--- config.mk ---
export PLATFORM = sky130hd
export DESIGN_NAME = mux4_reg_flat
export DESIGN_NICKNAME = d
export VERILOG_FILES = /design/src/rtl/mux4_reg_pkg.sv /design/src/rtl/mux4_reg_if.sv /design/src/rtl/mux4_sel.sv /design/src/rtl/mux4_reg.sv /design/src/flat_wrapper.sv
export SDC_FILE = /design/constraint.sdc
export NUM_CORES = 1
export LEC_CHECK = 0
export CAP_MARGIN = 10
export CORE_AREA = 4 4 124 126
export DETAILED_ROUTE_END_ITERATION = 8
export DIE_AREA = 0 0 128 130
export PLACE_DENSITY = 0.74
export SLEW_MARGIN = 10
export SYNTH_ARGS = -nofsm -noshare
export SYNTH_HDL_FRONTEND = slang
export SYNTH_HIERARCHICAL = 1
export SYNTH_SLANG_ARGS = --single-unit
--- constraint.sdc ---
create_clock -name clk -period 3.5 [get_ports clk]
set_input_delay 1.05 -clock clk [delete_from_list [all_inputs] [get_ports clk]]
set_output_delay 1.05 -clock clk [all_outputs]
set_load 0.05 [all_outputs]
--- src/rtl/mux4_reg_pkg.sv ---
// mux4_reg_pkg: shared constants for the registered 4:1 operand multiplexer.
//   SEL_IN1..SEL_IN4 : ctrl encodings selecting in1..in4
//   DATA_W_DEFAULT   : default operand width
//   SEL_W            : width of the select control
package mux4_reg_pkg;

    localparam int unsigned DATA_W_DEFAULT = 64;
    localparam int unsigned SEL_W          = 2;

    localparam logic [SEL_W-1:0] SEL_IN1 = 2'd0;
    localparam logic [SEL_W-1:0] SEL_IN2 = 2'd1;
    localparam logic [SEL_W-1:0] SEL_IN3 = 2'd2;
    localparam logic [SEL_W-1:0] SEL_IN4 = 2'd3;

endpackage

--- src/rtl/mux4_reg_if.sv ---
// mux4_reg_if: operand/select/result bundle for mux4_reg.
//   ctrl    : 2-bit operand select
//   in1-in4 : DATA_W-bit operands
//   out     : registered selected operand
//   out_par : registered XOR-reduction of the selection (only with MUX4_REG_PARITY_EN)
// master drives the operands and select; slave is the multiplexer.
interface mux4_reg_if
    import mux4_reg_pkg::*;
#(
    parameter int unsigned DATA_W = mux4_reg_pkg::DATA_W_DEFAULT
) ();

    logic [SEL_W-1:0]  ctrl;
    logic [DATA_W-1:0] in1;
    logic [DATA_W-1:0] in2;
    logic [DATA_W-1:0] in3;
    logic [DATA_W-1:0] in4;
    logic [DATA_W-1:0] out;
`ifdef MUX4_REG_PARITY_EN
    logic              out_par;

    modport master (output ctrl, in1, in2, in3, in4, input out, out_par);
    modport slave  (input ctrl, in1, in2, in3, in4, output out, out_par);
`else
    modport master (output ctrl, in1, in2, in3, in4, input out);
    modport slave  (input ctrl, in1, in2, in3, in4, output out);
`endif

endinterface

--- src/rtl/mux4_sel.sv ---
// mux4_sel: purely combinational DATA_W-wide 4:1 select.
//   ctrl    : select (package SEL_IN* encodings)
//   in1-in4 : operands
//   out_c   : selected operand (combinational)
module mux4_sel
    import mux4_reg_pkg::*;
#(
    parameter int unsigned DATA_W = DATA_W_DEFAULT
) (
    input  logic [SEL_W-1:0]  ctrl,
    input  logic [DATA_W-1:0] in1,
    input  logic [DATA_W-1:0] in2,
    input  logic [DATA_W-1:0] in3,
    input  logic [DATA_W-1:0] in4,
    output logic [DATA_W-1:0] out_c
);

    // Full case; the default arm also absorbs X/Z select values in simulation.
    always_comb begin
        out_c = in1;
        case (ctrl)
            SEL_IN1: out_c = in1;
            SEL_IN2: out_c = in2;
            SEL_IN3: out_c = in3;
            SEL_IN4: out_c = in4;
            default: out_c = in1;
        endcase
    end

endmodule

--- src/rtl/mux4_reg.sv ---
// mux4_reg: registered 4:1 operand multiplexer, one clock of latency.
//   clk : system clock, rising edge
//   rst : synchronous active-high reset, clears the output register(s)
//   bus : mux4_reg_if slave (ctrl, in1-in4 in; out, optional out_par registered)
// Build option: define MUX4_REG_PARITY_EN to add the registered out_par bit.
module mux4_reg
    import mux4_reg_pkg::*;
#(
    parameter int unsigned DATA_W = DATA_W_DEFAULT
) (
    input  logic       clk,
    input  logic       rst,
    mux4_reg_if.slave  bus
);

    logic [DATA_W-1:0] sel_c;

    mux4_sel #(
        .DATA_W (DATA_W)
    ) u_sel (
        .ctrl  (bus.ctrl),
        .in1   (bus.in1),
        .in2   (bus.in2),
        .in3   (bus.in3),
        .in4   (bus.in4),
        .out_c (sel_c)
    );

    // Output register; reset discards whatever selection is in flight.
    always_ff @(posedge clk) begin
        if (rst) begin
            bus.out <= '0;
        end else begin
            bus.out <= sel_c;
        end
    end

`ifdef MUX4_REG_PARITY_EN
    // Parity of the same selection, registered in step with out.
    always_ff @(posedge clk) begin
        if (rst) begin
            bus.out_par <= 1'b0;
        end else begin
            bus.out_par <= ^sel_c;
        end
    end
`endif

endmodule

--- src/flat_wrapper.sv ---
// flat-port wrapper written by rule: the top's interface ports become plain ports
module mux4_reg_flat import mux4_reg_pkg::*;
#(
    parameter int unsigned DATA_W = DATA_W_DEFAULT
)
  (clk, rst, bus_ctrl, bus_in1, bus_in2, bus_in3, bus_in4, bus_out);
  mux4_reg_if #(.DATA_W(DATA_W)) bus_i ();
  input  logic clk;
  input  logic rst;
  input wire logic [$bits(bus_i.ctrl)-1:0] bus_ctrl;
  input wire logic [$bits(bus_i.in1)-1:0] bus_in1;
  input wire logic [$bits(bus_i.in2)-1:0] bus_in2;
  input wire logic [$bits(bus_i.in3)-1:0] bus_in3;
  input wire logic [$bits(bus_i.in4)-1:0] bus_in4;
  output wire logic [$bits(bus_i.out)-1:0] bus_out;
  assign bus_i.ctrl = bus_ctrl;
  assign bus_i.in1 = bus_in1;
  assign bus_i.in2 = bus_in2;
  assign bus_i.in3 = bus_in3;
  assign bus_i.in4 = bus_in4;
  assign bus_out = bus_i.out;
  mux4_reg #(.DATA_W(DATA_W)) u_core (.clk(clk), .rst(rst), .bus(bus_i));
endmodule
# == After elaboration in Yosys (flattened, before gate mapping) ==
# Cells that the tools add are included.
# word_totals
reg_bits,64
inputBits,260
out_inout_bits,64
wordCells,6
# op_classes
eq_ne,3
n_mux,1
n_reduce_logical,1
# ops
operator,n
one-hot mux 64 bit (4 select lines),1
"== test 2 bit, second input constant",2
"== test 2 x 1 -> 1 bit, second input constant",1
logical NOT 2 bit,1

# == Depth between registers and ports, before layout ==
# logic_depth
word_depth,2
mapped_depth,4

# == Hierarchy ==
# The synthesis kept the hierarchy.
# by_module_without_submodules
mod,instances,cells_each,area_each_um2,seq_area_each_um2
mux4_reg,1,135,1918.1,1281.2
mux4_sel,1,78,1622.8,0.0

# == Least setup slack after synthesis ==
# No wires, ideal clock.
# synth_path
path_type,input to register
from,input port bus_ctrl[0]
to,register u_core.bus.out[10]
setup_ns,0.114
t_arrival_ns,2.002
slack_ns,1.384
path_stages,4
path_buffers,2
cell_sequence,buf_6 buf_12 mux4_2 nor2b_2
# synth_between
elab_chain_cells,2
elab_cells_between_ends,5
classes_between,eq/ne: 3; mux: 1; reduce/logical: 1
# synth_rtl
item,line_no,text
start: declaration,flat_wrapper.sv:10,input wire logic [$bits(bus_i.ctrl)-1:0] bus_ctrl;
"== test 2 bit, or another cell as far along",mux4_sel.sv:21,case (ctrl)
one-hot mux 64 bit (4 select lines) *,mux4_sel.sv:21,
net u_core.sel_c[10],mux4_reg.sv:16,logic [DATA_W-1:0] sel_c;
end signal: assignment,mux4_reg.sv:34,bus.out <= sel_c;
end: declaration,mux4_reg_if.sv:26,"modport slave (input ctrl, in1, in2, in3, in4, output out);"
# The timed path passes the listed nets; every way through them passes the cells marked *.
# A chain may end at the register's enable or synchronous reset.

# == Worst setup path in the final report ==
# layout_path
from,register u_core.bus.out[0]
to,output port bus_out[0]
# layout_lines
item,line_no,text
end: declaration,flat_wrapper.sv:15,output wire logic [$bits(bus_i.out)-1:0] bus_out;
# No word-level cell between the ends.

==> results.sh <==
export IMPL_status="finished, final reports clean"
export IMPL_cts_sink_count=64
export IMPL_postSynth_asyncResetShare_pct=0
export IMPL_power_density_nw_per_um2=373
export IMPL_largest_register_ffs=64
export IMPL_synth_top_flop_cell="dfxtp_1"
export IMPL_vias_per_cell=4.37
export IMPL_p_leak_nw=2.59
export IMPL_drt_iter0_drc=109
export IMPL_synth_top_area_share_pct=38.2
export IMPL_synthesis_instances=213
export IMPL_stdcell_count=716
export IMPL_cts_hold_buf=0
export IMPL_synthDistinctLibCells=10
export IMPL_hold_depth=2
export IMPL_hold_end="u_core/bus.out[51]"
export IMPL_syn_nets=473
export IMPL_wl_per_cell_um=18.6
export IMPL_gp_congestion=0.777
export IMPL_finalInstanceArea_um2=7100
export IMPL_wirelength_mm=13.4
export IMPL_max_flop_register="u_core/bus.out"
export IMPL_antenna_left=0
export IMPL_rsz0062_at_grt="false"
export IMPL_crit_chain="clkdlybuf4s50_1"
export IMPL_crit_path_top_delay_cell="clkdlybuf4s50_1"
export IMPL_worst_ep_required_time_ps=2450
export IMPL_reg_largest_list="u_core/bus.out x64"
export IMPL_fin_crit_ps=2550
export IMPL_tightest_slew_ps=1040
export IMPL_slowest_delay_ps=850
export IMPL_vias=3126
export IMPL_cts_tree="built"
export IMPL_netlist_area_um2=3540
export IMPL_fin_util_pct=49.6
export IMPL_tns_ps=0
export IMPL_antenna_found_initial=0
export IMPL_dp_hpwl_mm=10.9
export IMPL_maxCapViolations=0
export IMPL_total_power_mw=2.65
export IMPL_synth_largest_area_cell="mux4_2"
export IMPL_yosysWarningCount=6
export IMPL_gr_total_overflow=0
export IMPL_clkTransAtPathRegs_ps=50
export IMPL_path_class="flip-flop to output port"
export IMPL_grt_max_degree=65
export IMPL_root_buffer="clkbuf_16"
export IMPL_maxSlewViolCount=0
export IMPL_fmax_mhz=393
export IMPL_seq_area_frac_synth_pct=36.2
export IMPL_htree_levels=3
export IMPL_drcViolationCount=0
export IMPL_io_pins=324
export IMPL_cts_made_buffers=9
export IMPL_clockBufferDepth=2
export IMPL_grt_pass1_wl_mm=18.9
export IMPL_drive_gt1_share_pct=26.1
export IMPL_post_cts_resized=0
export IMPL_postPlaceCellArea_um2=6780
export IMPL_max_slew_margin_pct=30.4
export IMPL_synth_edf_count=0
export IMPL_antennaDiodeCount=0
export IMPL_hp_start="rst"
export IMPL_fp_dieH_um=130
export IMPL_cp_startpoint="u_core/bus.out[0]"
export IMPL_avgSynthCellArea_um2=16.6
export IMPL_synth_seq_cells=64
export IMPL_crit_path_end_kind="output port"
export IMPL_drtPass1Iterations=4
export IMPL_finalHoldViolCount=0
export IMPL_crit_arrival_ps=1500
export IMPL_io_buffer_count=323
export IMPL_cts_setup_buffers=0
export IMPL_setup_violations=0
export IMPL_die_w_um=128
export IMPL_synth_most_common_cell="dfxtp_1"
export IMPL_critical_path_buf_inv_count=1
export IMPL_post_route_period_util_pct=72.8
export IMPL_nNetsFinal=788
export IMPL_dieArea_um2=16600
export IMPL_crit_fanout=1
export IMPL_hp_class="input pin to flip-flop"
export IMPL_core_area_um2=14300
export IMPL_yosys_top_cells_area="mux4_2 38%, dfxtp_1 36%, nor2b_2 15%, buf_12 3.4%, mux4_1 3.0%"
export IMPL_grt_pass1_vias=3523
export IMPL_start_kind="flip-flop"
export IMPL_rows=44
export IMPL_area_delta_synth_final_pct=101
export IMPL_crit_family="buffers and inverters"
export IMPL_vdd_drop_max_uv=201
export IMPL_place_inst=701
export IMPL_yosys_top_cells_count="64 x dfxtp_1, 60 x mux4_2, 60 x nor2b_2"
export IMPL_grt_usage_pct=15.1
export IMPL_start_util_pct=24.7
==> routing by layer <==
| metal | wire length (um) | track usage (%) | part of all wire [%] |
|---|---|---|---|
| met1 | 4670 | 15.9 | 35 |
| met2 | 7280 | 27.4 | 55 |
| met3 | 1070 | 5.03 | 8.0 |
| met4 | 330 | 7.05 | 2.5 |
| met5 | 0 | 0 | 0 |
==> worst max path at each step <==
stage	end	slack, ps	cells past startpoint
floorplan	u_core/bus.out[10]	1380	4
global placement	u_core/bus.out[13]	900	4
detailed placement	u_core/bus.out[15]	840	4
CTS	bus_out[0]	900	1
global route	bus_out[1]	900	1
finish	bus_out[0]	950	1
==> kinds of logic after synthesis <==
kind of cell	share of synthesized area, %
and+or+nand+nor	15.5
buffers and inverters	7.14
DFF	36.2
muxes	41.1
==> layout by cell type (no fill, tap or decap) <==
| cell type | instances |
|---|---|
| clkbuf_16 | 9 |
| bufinv_16 | 2 |
| clkdlybuf4s50_1 | 320 |
| dfxtp_1 | 64 |
| nor2b_2 | 60 |
| buf_4 | 2 |
| mux4_2 | 60 |
| nor2b_1 | 4 |
| buf_12 | 2 |
| clkinv_2 | 1 |
| buf_2 | 1 |
| clkbuf_1 | 1 |
| mux4_1 | 4 |
| clkbuf_8 | 2 |
==> layout make-up <==
class / count / area, um^2
sequential: 64 / 1280
clock inverter: 3 / 65.1
tap: 184 / 230
clock buffer: 12 / 256
multi-input combinational: 128 / 2010
timing repair buffer: 325 / 3260
fill: 1288 / 7210
==> stage by stage <==
stage | hold WS, ps | setup slack (ps)
5_1_grt | 1390 | 899
3_3_place_gp | 1720 | 899
2_1_floorplan | 1280 | 1380
3_5_place_dp | 1730 | 839
6_report | 1350 | 953
4_1_cts | 1380 | 903
==> where the power goes <==
| part | switching [mW] | total [mW] | internal, mW |
|---|---|---|---|
| clock | 0.320 | 0.977 | 0.657 |
| combinational | 0.363 | 0.870 | 0.507 |
| sequential | 0.0164 | 0.805 | 0.788 |
| total | 0.699 | 2.65 | 1.95 |
No activity file was read; power rests on OpenSTA's default activity.
